--- src/rtl/sort_host_ctrl.sv ---
`default_nettype none
// ---------------------------------------------------------------------------
// sort_host_ctrl : operand fill buffer, PS sequencing and sorted-stream capture
// Revision 1.0
// ---------------------------------------------------------------------------
module sort_host_ctrl #(
  parameter int N        = 5,
  parameter int bitwidth = 8
) (
  input  logic                clk,
  input  logic                rst,
  input  logic                start,
  input  logic                in_valid,
  input  logic [bitwidth-1:0] in_data,
  output logic                in_ready,
  output logic                run,
  output logic [2:0]          PS,
  output logic [bitwidth-1:0] val_in,
  input  logic [7:0]          addr,
  input  logic [bitwidth-1:0] val_out,
  input  logic                end_load,
  input  logic                hit_i,
  input  logic                hit_j,
  input  logic                end_show,
  output logic                out_valid,
  output logic [bitwidth-1:0] out_data,
  output logic [3:0]          out_index,
  output logic                busy,
  output logic                done,
  output logic                sort_err
);

  localparam logic [3:0] c_n_cnt  = 4'(N);
  localparam logic [7:0] c_n_addr = 8'(N);

  typedef enum logic [2:0] {
    S_IDLE    = 3'd0,
    S_FILL    = 3'd1,
    S_LOAD    = 3'd2,
    S_ANCHOR  = 3'd3,
    S_FINDMIN = 3'd4,
    S_SHOW    = 3'd5,
    S_DONE    = 3'd6
  } state_t;

  state_t              state_q, state_d;
  logic                first_q;
  logic [3:0]          cnt_q;
  logic [bitwidth-1:0] buf_q [16];
  logic                cap_q;
  logic [3:0]          cap_cnt_q;
  logic                out_valid_q;
  logic [bitwidth-1:0] out_data_q;
  logic [3:0]          out_index_q;
  logic                sort_err_q;
  logic                fill_hs;
  logic                job_start;

  assign job_start = (state_q == S_IDLE) && start;
  assign in_ready  = (state_q == S_FILL) && (cnt_q < c_n_cnt);
  assign fill_hs   = in_ready && in_valid;

  // Datapath flags are registered one cycle behind PS, so the first cycle of
  // every PS state sees stale values and must not act on them.
  always_comb begin
    state_d = state_q;
    unique case (state_q)
      S_IDLE:    if (start) state_d = S_FILL;
      S_FILL:    if (cnt_q == c_n_cnt) state_d = S_LOAD;
      S_LOAD:    if (!first_q && end_load) state_d = S_ANCHOR;
      S_ANCHOR:  if (!first_q) state_d = hit_i ? S_SHOW : S_FINDMIN;
      S_FINDMIN: if (!first_q && hit_j) state_d = S_ANCHOR;
      S_SHOW:    if (!first_q && end_show) state_d = S_DONE;
      S_DONE:    state_d = S_IDLE;
      default:   state_d = S_IDLE;
    endcase
  end

  always_comb begin
    PS = 3'd0;
    unique case (state_q)
      S_LOAD:    PS = 3'd1;
      S_ANCHOR:  PS = 3'd2;
      S_FINDMIN: PS = 3'd3;
      S_SHOW:    PS = 3'd4;
      default:   PS = 3'd0;
    endcase
  end

  always_ff @(posedge clk) begin
    if (rst) begin
      state_q <= S_IDLE;
      first_q <= 1'b1;
    end else begin
      state_q <= state_d;
      first_q <= (state_d != state_q);
    end
  end

  // Buffer is not reset: contents survive between jobs until refilled.
  always_ff @(posedge clk) begin
    if (fill_hs) begin
      buf_q[cnt_q] <= in_data;
    end
  end

  always_ff @(posedge clk) begin
    if (rst) begin
      cnt_q       <= 4'd0;
      cap_q       <= 1'b0;
      cap_cnt_q   <= 4'd0;
      out_valid_q <= 1'b0;
      out_data_q  <= '0;
      out_index_q <= 4'd0;
      sort_err_q  <= 1'b0;
    end else begin
      cap_q       <= (state_q == S_SHOW) && (addr < c_n_addr);
      out_valid_q <= cap_q;
      if (job_start) begin
        cnt_q       <= 4'd0;
        cap_cnt_q   <= 4'd0;
        out_index_q <= 4'd0;
        sort_err_q  <= 1'b0;
      end
      if (fill_hs) begin
        cnt_q <= cnt_q + 4'd1;
      end
      // val_out here answers the address presented on the previous cycle.
      if (cap_q) begin
        out_data_q  <= val_out;
        out_index_q <= cap_cnt_q;
        cap_cnt_q   <= cap_cnt_q + 4'd1;
        if ((cap_cnt_q != 4'd0) && (val_out < out_data_q)) begin
          sort_err_q <= 1'b1;
        end
      end
    end
  end

  assign val_in    = ((state_q == S_LOAD) && (addr < c_n_addr)) ? buf_q[addr[3:0]] : '0;
  assign run       = (PS != 3'd0);
  assign busy      = (state_q != S_IDLE);
  assign done      = (state_q == S_DONE);
  assign out_valid = out_valid_q;
  assign out_data  = out_data_q;
  assign out_index = out_index_q;
  assign sort_err  = sort_err_q;

endmodule
`default_nettype wire

--- config.mk ---
export PLATFORM = sky130hd
export DESIGN_NAME = sort_host_ctrl
export DESIGN_NICKNAME = d
export VERILOG_FILES = /design/src/rtl/sort_host_ctrl.sv
export SDC_FILE = /design/constraint.sdc
export NUM_CORES = 1
export LEC_CHECK = 0
export CAP_MARGIN = 20
export CORE_ASPECT_RATIO = 0.75
export CORE_MARGIN = 5
export CORE_UTILIZATION = 47
export CTS_CLUSTER_DIAMETER = 40
export DETAILED_ROUTE_END_ITERATION = 16
export HOLD_SLACK_MARGIN = 0.03
export PLACE_DENSITY = 0.74
export SETUP_SLACK_MARGIN = 0.15
export SKIP_LAST_GASP = 1
export SLEW_MARGIN = 25
export SYNTH_ARGS = -nofsm -noshare
export SYNTH_HDL_FRONTEND = slang
export SYNTH_SLANG_ARGS = --single-unit
--- constraint.sdc ---
create_clock -name clk -period 2.41 [get_ports clk]
set_input_delay 0.6025 -clock clk [delete_from_list [all_inputs] [get_ports clk]]
set_output_delay 0.6025 -clock clk [all_outputs]
set_load 0.02 [all_outputs]
# Word level (Yosys, flattened, before mapping)
# Memories as Yosys holds them, arrays and structs flattened.
# Cells that the tools add are included.
# totals
register_bits	27
memories	1
input_bits	32
output_inout_bits	29
ramBits	128
# classes
muxes	19
addsub	2
reduce_logical	16
n_lt_le_gt_ge	3
eq_ne	8
# mem_list
memory	depth	width	rd	rd_ports_with_merged_regs	write_ports	line_no	text
buf_q	16	8	1	0	1	49	logic [bitwidth-1:0] buf_q [16];
# op_table
cell	count
$mux W3	6
$pmux W3 S6	1
$mux W4	4
$pmux W3 S4	1
$eq A3 B3 Y1 const B	3
$logic_and A1 B1 Y1	9
$add A4 B1 Y4 const B	2
$lt A8 B3 Y1 const B	1
$lt A8 B8 Y1	1
$mux W8	1
$eq A3 B2 Y1 const B	2
$mux W1	6
$reduce_bool A3 Y1	2
$eq A4 B3 Y1 const B	1
$lt A4 B3 Y1 const B	1
$reduce_bool A2 Y1	2
$reduce_bool A4 Y1	1
$eq A3 B1 Y1 const B	1
$logic_not A3 Y1	1
$ne A3 B3 Y1	1
$logic_not A1 Y1	1

# Longest topological paths before layout
# depth
ltp_word	5
depth_mapped	6
mapped_depth_nobuf	6

# Worst setup path after synthesis
# Ideal clock, no wire load.
# synth_path
path_kind	input -> output
startpoint	input addr[1]
endpoint	output val_in[0]
cell_stages	6
n_path_buf	2
slack_ps	10
arrival_ps	1797
cell_sequence	clkbuf_1 o21ai_0 nand3_1 or3_1 clkbuf_1 nor2_1
# synth_between
elab_chain_cells	3
# synth_lines
item	line_no	text
start: declaration	19	input logic [7:0] addr,
$lt A8 B3 Y1	140	assign val_in = ((state_q == S_LOAD) && (addr < c_n_addr)) ? buf_q[addr[3:0]] : '0;
$logic_and A1 B1 Y1	140	
$mux W8 (*)	140	
end: declaration	18	output logic [bitwidth-1:0] val_in,
# Mark *: on every way between the ends. The rest lies on a longest branch, timed or not.

# Worst setup path in the final report
# layout_path
startpoint	input addr[0]
endpoint	output val_in[7]
# Same word-level chain as after synthesis.

==> results.cfg <==
[run_status]
status = complete, no violations

[final_layout]
fillers = 621
diodes = 0
drive_gt1_frac = 0.264
final_cell_mix = edfxtp_1 (64), clkdlybuf4s50_1 (37), dfxtp_1 (24), a21oi_1 (22), buf_4 (18)
layout_commonest_cell = edfxtp_1
area_growth_syn_to_layout_pct = 32.7
fin_util = 0.637
multi_input_area_um2 = 1620
nets = 422
seq_area_um2 = 2470

[clock_tree]
clock_path_buffers = 2
root_buffer = clkbuf_16
cts_made_buffers = 9
clk_pin_slew_ps = 70
cts_sinks = 91
cts_max_level = 3
cts_tree = done
clk_latency_ps = 340

[synthesis]
synth_xor_area_frac = 0.00431
ys_seq_area_frac = 0.606
yosysTopAreaCell = edfxtp_1
synth_cell_types = 43
synth_top_family_by_area = multiplexers
synth_flop_cell = edfxtp_1
synth_area_um2 = 4060
syn_avg_cell_area_um2 = 13.5
yosysTopAreaCellShare = 0.473
syn_nets = 346
synth-edff-count = 64
synthMuxAreaShare = 0.133
synth_compound_area_frac = 0.0626
synthAdderAreaFrac = 0.0401
synth_area_leaders = edfxtp_1 (47%), dfxtp_1 (13%), mux4_2 (8.9%)
yosysWarnings = 0
synth_seq_cells = 91
synth-async-reset-ratio = 0
synth-simple-area-share = 0.120
synthCells = 301

[place]
io_buffers = 60
dp_hpwl_um = 5880
gp_congestion = 0.810

[setup_path]
cp.buffers_inverters = 3
crit_family = multiplexers
crit_path_frequent_cell = buf_12
cp.required_ps = 1810
cp_max_fo = 7
cp_cell_sequence = buf_12 > buf_12 > mux4_2 > mux2i_4 > nor2_4 > buf_6
cp-end-kind = output port
crit_arrival_ps = 1740
worstSetupPathType = input port to output port
slowest_stage = mux4_2
start_kind = input port
critical_path.max_stage_delay_ps = 530

[floorplanning]
die_w_um = 117
core_um2 = 8450
io_pins = 61
start_util = 0.480
dieArea_um2 = 10600
die_height_um = 90.5
rows = 29

[sta]
hold_violations = 0
maxSlewHeadroom = 0.677
tightest_slew_ps = 484
rsz0062_at_grt = true
fin_crit_ps = 2350
maxSlewViolCount = 0
skew_ps = 8.37
max_freq_mhz = 426
fin_crit_sh = 0.974
fin_tns_setup_ps = 0
final-setup-viol-count = 0

[global_routing]
grt_usage = 0.165
grt_pass1_wl_um = 14000
grt_overflow = 0
antenna_found_initial = 0
grt_max_degree = 29
grt_pass1_vias = 2678

[pwr]
power_leakage_nw = 1.84
pwr_density_cell_nw_per_um2 = 612
peakVddDrop_mv = 0.349

[job]
max_cap_viol_count = 0

[routing]
first_pass_iters = 4
drt-vias-per-instance = 5.43
finalWirelength_um = 8670
wl_per_cell_um = 17.7
drc = 0
drt_iter0_drc = 157
drtAntennaViolNets = 0
via_count = 2659

[min_path]
min_path_type = register to register
==> registers in the layout, summed over array words and instances (netlist names) <==
name / flops
buf_q: 64
cap_cnt_q: 4
cap_q: 1
cnt_q: 4
first_q: 1
out_data: 8
out_index: 4
out_valid: 1
sort_err: 1
state_q: 3
==> routing by layer <==
| metal | vias to the layer above | share of wire | global-route usage |
|---|---|---|---|
| met5 | - | 0 | 0 |
| met1 | 1299 | 0.42 | 0.216 |
| met2 | 71 | 0.50 | 0.271 |
| met3 | 10 | 0.069 | 0.0470 |
| met4 | 0 | 0.014 | 0.0435 |
| li1 | 1279 | - | - |
==> Yosys cell counts, drive strengths merged, types with 2 or more instances <==
| cell type | n |
|---|---|
| buf | 10 |
| and2 | 2 |
| o21ai | 5 |
| nand2b | 7 |
| mux4 | 16 |
| clkbuf | 9 |
| edfxtp | 64 |
| and3 | 4 |
| a21oi | 22 |
| nor4b | 4 |
| nand2 | 16 |
| dfxtp | 27 |
| nor3b | 2 |
| o21a | 2 |
| inv | 13 |
| nor2 | 25 |
| nand3b | 10 |
| o32ai | 3 |
| mux2i | 17 |
| nand4 | 3 |
| nor2b | 2 |
| or3 | 3 |
| nand3 | 6 |
| ha | 13 |
==> power breakdown <==
group,total [mW],switching (mW),internal (mW),leakage [nW]
combinational,0.261,0.125,0.136,0.900
clock,1.34,0.616,0.727,0.142
sequential,1.69,0.00953,1.68,0.796
==> cell type report <==
type / instances / area share
clock inverter: 7 / 0.0125
tap: 108 / 0.0251
sequential: 91 / 0.458
multi-input combinational: 178 / 0.301
inverter: 13 / 0.00906
clock buffer: 9 / 0.0418
timing repair buffer: 84 / 0.153
==> path summary, 6_finish.rpt <==
| kind | from | to | slack [ps] | cells past startpoint |
|---|---|---|---|---|
| min | out_index[1] | out_index[1] | 490 | 2 |
| min reg2reg | out_index[1] | out_index[1] | 490 | 2 |
| max reg2reg | state_q[1] | buf_q[0][2] | 420 | 5 |
| max | addr[0] | val_in[7] | 60 | 6 |
==> tightest hold or removal path: stages (launching register included) <==
cell,delay [ps]
dfxtp_1,310
nand3b_1,70
a21oi_1,60
==> what timing repair did <==
action,in CTS,in global routing
gates resized for setup,104,11
pin swaps,8,8
buffers inserted,1,1
hold buffers,0,0
gates cloned,1,0
endpoints found under the setup margin,15,12
==> stage by stage <==
step / power (mW) / hold WS, ps / instance area, µm² / worst slack [ps] / cells
2_1_floorplan: 1.86 / 479 / 4180 / 82.7 / 301
3_3_place_gp: 1.96 / 473 / 4980 / -873 / 471
3_5_place_dp: 1.97 / 479 / 4980 / -912 / 471
4_1_cts: 3.32 / 494 / 5360 / 25.6 / 489
5_1_grt: 3.42 / 518 / 5390 / 23.3 / 490
6_report: 3.30 / 491 / 5390 / 62.8 / 490
==> cell families after synthesis <==
kind of cell | Yosys count
AOI/OAI and AO/OA | 41
xor gates and xnor gates | 2
adders and majority gates | 13
buffers and inverters | 32
DFF | 91
muxes | 34
and+or+nand+nor | 88
Note: power is estimated with default switching activity, not from simulation.
